[src/rtl/lamp_sweep_sched.sv]
// Lamp bar sweep scheduler: round-robin arbitration among requesters, each
// granted command ramps a thermometer lamp bar one lamp per STEP_DIV cycles
// towards its target, holds HOLD_CYC cycles after done, then releases the bar.
module lamp_sweep_sched #(
   parameter int unsigned MAX_LP   = 16,
   parameter int unsigned NREQ     = 3,
   parameter int unsigned STEP_DIV = 4,
   parameter int unsigned HOLD_CYC = 2
) (
   input  logic              clk,
   input  logic              rst_n,
   input  logic [NREQ-1:0]   req,
   input  logic [5*NREQ-1:0] tgt,
   input  logic              abort,
   output logic [NREQ-1:0]   ack,
   output logic [NREQ-1:0]   grant,
   output logic [NREQ-1:0]   done,
   output logic              busy,
   output logic [MAX_LP-1:0] lamp
);

   localparam int unsigned LW = $clog2(MAX_LP + 1);
   localparam int unsigned IW = (NREQ > 1) ? $clog2(NREQ) : 1;
   localparam int unsigned PW = (STEP_DIV > 1) ? $clog2(STEP_DIV) : 1;
   localparam int unsigned HW = (HOLD_CYC > 1) ? $clog2(HOLD_CYC) : 1;

   typedef enum logic [1:0] {StIdle, StRampUp, StRampDn, StHold} state_e;

   state_e            state_q, state_d;
   logic [LW-1:0]     level_q, level_d;
   logic [LW-1:0]     target_q, target_d;
   logic [PW-1:0]     presc_q, presc_d;
   logic [HW-1:0]     hold_q, hold_d;
   logic [IW-1:0]     last_q, last_d;
   logic [IW-1:0]     owner_q, owner_d;
   logic [NREQ-1:0]   ack_q, ack_d;
   logic [NREQ-1:0]   grant_q, grant_d;
   logic [NREQ-1:0]   done_q, done_d;
   // Direct-to-HOLD entry defers done by one cycle so it follows the ack.
   logic              done_pend_q, done_pend_d;
   // Blocks arbitration in the first IDLE cycle after a release.
   logic              skip_q, skip_d;

   logic              win_found;
   logic [IW-1:0]     win_idx;
   logic [IW-1:0]     cand;
   logic [4:0]        raw_tgt;
   logic [LW-1:0]     t_clamp;
   logic [LW-1:0]     step_lvl;

   // Round-robin search starting after the last granted requester.
   always_comb begin
      win_found = 1'b0;
      win_idx   = '0;
      cand      = '0;
      for (int unsigned k = 1; k <= NREQ; k++) begin
         cand = IW'((32'(last_q) + k) % NREQ);
         if (!win_found && req[cand]) begin
            win_found = 1'b1;
            win_idx   = cand;
         end
      end
   end

   // Winner's target, clamped to the bar length.
   always_comb begin
      raw_tgt = '0;
      for (int unsigned i = 0; i < NREQ; i++) begin
         if (win_idx == IW'(i)) raw_tgt = tgt[5*i +: 5];
      end
      if (32'(raw_tgt) > MAX_LP) t_clamp = LW'(MAX_LP);
      else                       t_clamp = LW'(raw_tgt);
   end

   // Next-state and registered-output logic.
   always_comb begin
      state_d     = state_q;
      level_d     = level_q;
      target_d    = target_q;
      presc_d     = presc_q;
      hold_d      = hold_q;
      last_d      = last_q;
      owner_d     = owner_q;
      ack_d       = '0;
      grant_d     = grant_q;
      done_d      = '0;
      done_pend_d = done_pend_q;
      skip_d      = skip_q;
      step_lvl    = (state_q == StRampUp) ? level_q + LW'(1) : level_q - LW'(1);

      unique case (state_q)
         StIdle: begin
            if (skip_q) begin
               skip_d = 1'b0;
            end else if (win_found) begin
               owner_d  = win_idx;
               grant_d  = NREQ'(1) << win_idx;
               ack_d    = NREQ'(1) << win_idx;
               target_d = t_clamp;
               presc_d  = '0;
               hold_d   = '0;
               if (t_clamp > level_q) begin
                  state_d = StRampUp;
               end else if (t_clamp < level_q) begin
                  state_d = StRampDn;
               end else begin
                  state_d     = StHold;
                  done_pend_d = 1'b1;
               end
            end
         end
         StRampUp, StRampDn: begin
            if (abort) begin
               state_d = StIdle;
               grant_d = '0;
               last_d  = owner_q;
               skip_d  = 1'b1;
            end else if (presc_q == PW'(STEP_DIV - 1)) begin
               presc_d = '0;
               level_d = step_lvl;
               if (step_lvl == target_q) begin
                  state_d = StHold;
                  done_d  = grant_q;
                  hold_d  = '0;
               end
            end else begin
               presc_d = presc_q + PW'(1);
            end
         end
         StHold: begin
            if (done_pend_q) begin
               done_d      = grant_q;
               done_pend_d = 1'b0;
            end else if (hold_q == HW'(HOLD_CYC - 1)) begin
               state_d = StIdle;
               grant_d = '0;
               last_d  = owner_q;
               skip_d  = 1'b1;
            end else begin
               hold_d = hold_q + HW'(1);
            end
         end
         default: state_d = StIdle;
      endcase
   end

   // State register with synchronous active-low reset.
   always_ff @(posedge clk) begin
      if (!rst_n) begin
         state_q     <= StIdle;
         level_q     <= '0;
         target_q    <= '0;
         presc_q     <= '0;
         hold_q      <= '0;
         last_q      <= IW'(NREQ - 1);
         owner_q     <= '0;
         ack_q       <= '0;
         grant_q     <= '0;
         done_q      <= '0;
         done_pend_q <= 1'b0;
         skip_q      <= 1'b0;
      end else begin
         state_q     <= state_d;
         level_q     <= level_d;
         target_q    <= target_d;
         presc_q     <= presc_d;
         hold_q      <= hold_d;
         last_q      <= last_d;
         owner_q     <= owner_d;
         ack_q       <= ack_d;
         grant_q     <= grant_d;
         done_q      <= done_d;
         done_pend_q <= done_pend_d;
         skip_q      <= skip_d;
      end
   end

   // Outputs are direct register values or decodes of registers only.
   always_comb begin
      ack   = ack_q;
      grant = grant_q;
      done  = done_q;
      busy  = (state_q != StIdle);
      lamp  = '0;
      for (int unsigned k = 0; k < MAX_LP; k++) begin
         lamp[k] = (k < 32'(level_q));
      end
   end

endmodule
[config.mk]
export PLATFORM = sky130hd
export DESIGN_NAME = lamp_sweep_sched
export DESIGN_NICKNAME = d
export VERILOG_FILES = /design/src/rtl/lamp_sweep_sched.sv
export SDC_FILE = /design/constraint.sdc
export NUM_CORES = 1
export LEC_CHECK = 0
export ABC_AREA = 1
export CAP_MARGIN = 30
export CORE_AREA = 10 10 67 83
export CTS_CLUSTER_DIAMETER = 100
export DETAILED_ROUTE_END_ITERATION = 10
export DIE_AREA = 0 0 77 93
export PLACE_DENSITY_LB_ADDON = 0.3
export SETUP_SLACK_MARGIN = 0.1
export SLEW_MARGIN = 30
export SYNTH_ARGS = -nofsm -noshare
export SYNTH_HDL_FRONTEND = slang
export SYNTH_SLANG_ARGS = --single-unit
[constraint.sdc]
create_clock -name clk -period 9 [get_ports clk]
set_input_delay 0.9 -clock clk [delete_from_list [all_inputs] [get_ports clk]]
set_output_delay 0.9 -clock clk [all_outputs]
set_load 0.05 [all_outputs]
==> metrics.md <==
| Metric | Value |
|---|---|
| Clk root buf | clkbuf_8 |
| Outcome | finished, final reports clean |
| Worst rel slew slack | 65.91% |
| Initial Util | 52.56% |
| Routed WL | 5228 um |
| Max IR drop VDD | 0.0002011 V |
| Placed cells | 422 |
| MaxCap Viol Count | 0 |
| Startpoint Class | input pin |
| Vias in the first global route | 2,041 |
| Initial DRC Count | 79 |
| Worst slew pin tran | 0.5097 ns |
| Ys Warns | 0 |
| Final Hold Viols | 0 |
| # port buffers | 46 |
| Fin cells | 430 |
| Bufs on Longest Clock Path | 2 |
| Power per Cell Area | 360.5 nW/um^2 |
| Die width | 77 um |
| Worst reg2reg path depth | 26 |
| CTS clk-pin slew, worst paths | 0.06 ns |
| R2R Path End | done_pend_q$_SDFFE_PN0P_ |
| TritonCTS clock tree | built |
| Share of the synthesized area in the top cell type | 28.55% |
| Num rows | 26 |
| Synth cell count leaders | 81 x nand2_1, 49 x inv_1, 30 x dfxtp_1 |
| First-pass GRT wire length | 8832 um |
| Post-synth net total | 361 |
| Cells after Synth | 325 |
| Hold Buf Count CTS | 0 |
| Antenna Cells | 0 |
| Final worst path period share | 42.38% |
| Via density | 5.037 |
| Setup_tns | 0 ns |
| Top cells by area, synth | dfxtp_1 29%, nand2_1 14%, ha_1 8.9%, inv_1 8.7%, o21ai_0 5.2% |
| Critical Path Sink Type | register |
| #FFs+latches synth | 30 |
| CP max FO | 7 |
| NumNets Final | 409 |
| Drt drc | 0 |
| Critical Path End | done_pend_q$_SDFFE_PN0P_ |
| Worst Hold Depth | 2 |
| Crit Path Class | input pin to register |
| Sequential area share after synthesis | 28.55% |
| Resize count post-CTS | 0 |
| Vias | 2,166 |
| Die Y | 93 um |
| Routed Antenna Nets | 0 |
| Syn_area_per_cell | 6.472 um^2 |
| Max-slew violations | 0 |
| Worst clock skew | 0.006077 ns |
| Clk_lat worst skew | 0.28 ns |
| CTS buffer count | 5 |
| Die area | 7161 um^2 |
| DP HPWL | 4234 um |
| Share of layout cells above drive strength 1 | 8.021% |
| CP Data Required Time | 9.18 ns |
| R2R Path Start | last_q[0]$_SDFFE_PN0P_ |
| Cell with the most instances after synthesis | nand2_1 |
| Clock sink count | 30 |
| Worst EP arrival | 4.00 ns |
| Worst R2R Setup Slack | 5.53 ns |
| Post-Syn Area | 2103 um^2 |
| Initial antenna violation count | 0 |
| Period minus WS final | 3.814 ns |
| EDFF count, synth | 0 |
| Area Overhead vs Synth | 28.38% |
| Synth area leader | dfxtp_1 |
| TritonRoute pass-1 iters | 4 |
| Final-layout fill cell count | 381 |
| Synth Flop Type | dfxtp_1 |
| Final setup fails | 0 |
| Wire per inst | 12.16 um |
| Synth async-reset ratio | 0% |
| Hold crit path type | register to register |
| I/O pins | 47 |
| Pin count of the biggest net entering global routing | 15 |
| Core Util, Final | 67.48% |
| Netlist cell types | 34 |
| Post-CTS Setup Inserts | 0 |
| Leak Pwr | 1.343 nW |
| Max Clock Freq | 0.2622 GHz |
| Worst setup path start | req[2] |
| Depth of the CTS H-tree | 2 |
| GRT Resource Usage Total | 14.59% |
| Gpl congestion | 0.9176 |
| RSZ-0062 raised after global routing | no |
| Total global routing overflow | 0 |
| CORE AREA | 4001 um^2 |
==> metrics by stage <==
stage	worst slack, ns	hold slack (ns)	cell area, um^2	power, W
CTS	5.183	0.4583	2700	0.0009781
floorplan	5.801	0.4359	2103	0.0007118
finish	5.186	0.4573	2700	0.0009735
detailed placement	4.935	0.4495	2609	0.0008634
global placement	5.081	0.4446	2609	0.0008482
global route	4.758	0.4811	2700	0.001084
==> cell type report <==
| type | count | area (um^2) | share of cell area (%) |
|---|---|---|---|
| well taps | 56 | 70.07 | 2.595 |
| multi-input cells | 234 | 1259 | 46.62 |
| clock buffers | 7 | 86.33 | 3.197 |
| flip-flops and latches | 30 | 600.6 | 22.24 |
| clock inverters | 1 | 5.005 | 0.1854 |
| repair buffers | 47 | 467.9 | 17.33 |
| inverters | 55 | 211.5 | 7.831 |
==> flip-flops by register name, indices dropped and copies added, names as in the netlist, 3 cells and up <==
signal / cells
grant: 3
target_q: 5
ack: 3
level_q: 5
done: 3
==> critical path: stages <==
cell	delay, ns
clkdlybuf4s50_1	0.49
inv_2	0.06
o21ai_0	0.24
nand2_2	0.11
nand4_1	0.15
nand3_2	0.17
nor2_2	0.19
nand2_1	0.07
nand2_1	0.07
inv_2	0.05
nand2_4	0.07
nand2_1	0.07
nand2_2	0.07
inv_1	0.04
ha_1	0.28
nand2_1	0.05
nor2_1	0.13
nand2_1	0.06
o211ai_1	0.13
nand2_1	0.08
o22ai_1	0.16
a21oi_1	0.10
a311oi_1	0.24
==> where the power goes <==
group	leakage (nW)	internal, W	switching [W]	total [W]
logic	1.05	0.000234	0.000443	0.000677
registers	0.245	0.000168	0.0000187	0.000186
clock network	0.0482	0.0000615	0.0000487	0.000110
==> per-layer routing <==
layer	GRT usage [%]	up-vias	part of all wire, %
met4	6.860	0	2.2
li1	-	1135	-
met2	27.54	52	52
met5	0	-	0
met1	14.35	968	41
met3	4.215	11	5.2
==> kinds of logic (layout without fill, tap and decap cells) <==
family / count (synthesis) / count (layout) / synth area share, %
DFF: 30 / 30 / 28.55
buffers and inverters: 61 / 110 / 11.60
adders and majority gates: 15 / 15 / 8.923
xor gates and xnor gates: 8 / 8 / 3.689
AOI/OAI and AO/OA: 59 / 59 / 15.65
and+or+nand+nor: 152 / 152 / 31.59
==> worst min path at each step <==
stage,from,end
finish,grant[0]$_SDFFE_PN0P_,done[0]$_SDFF_PN0_
global route,grant[2]$_SDFFE_PN0P_,done[2]$_SDFF_PN0_
CTS,grant[2]$_SDFFE_PN0P_,done[2]$_SDFF_PN0_
detailed placement,grant[2]$_SDFFE_PN0P_,done[2]$_SDFF_PN0_
global placement,grant[0]$_SDFFE_PN0P_,done[0]$_SDFF_PN0_
floorplan,hold_q$_SDFFE_PN0P_,hold_q$_SDFFE_PN0P_
==> cells in the final DEF, fill, tap and decap left out, types with 7 or more instances in the layout <==
| cell type | synthesis | layout |
|---|---|---|
| a21oi_1 | 21 | 21 |
| nor2_1 | 29 | 29 |
| ha_1 | 15 | 15 |
| dfxtp_1 | 30 | 30 |
| xor2_1 | 7 | 7 |
| nand3_1 | 19 | 19 |
| nand2_1 | 81 | 81 |
| inv_1 | 49 | 49 |
| clkdlybuf4s50_1 | 0 | 46 |
| o21ai_0 | 22 | 22 |
Power figures use the tool's default switching activity.
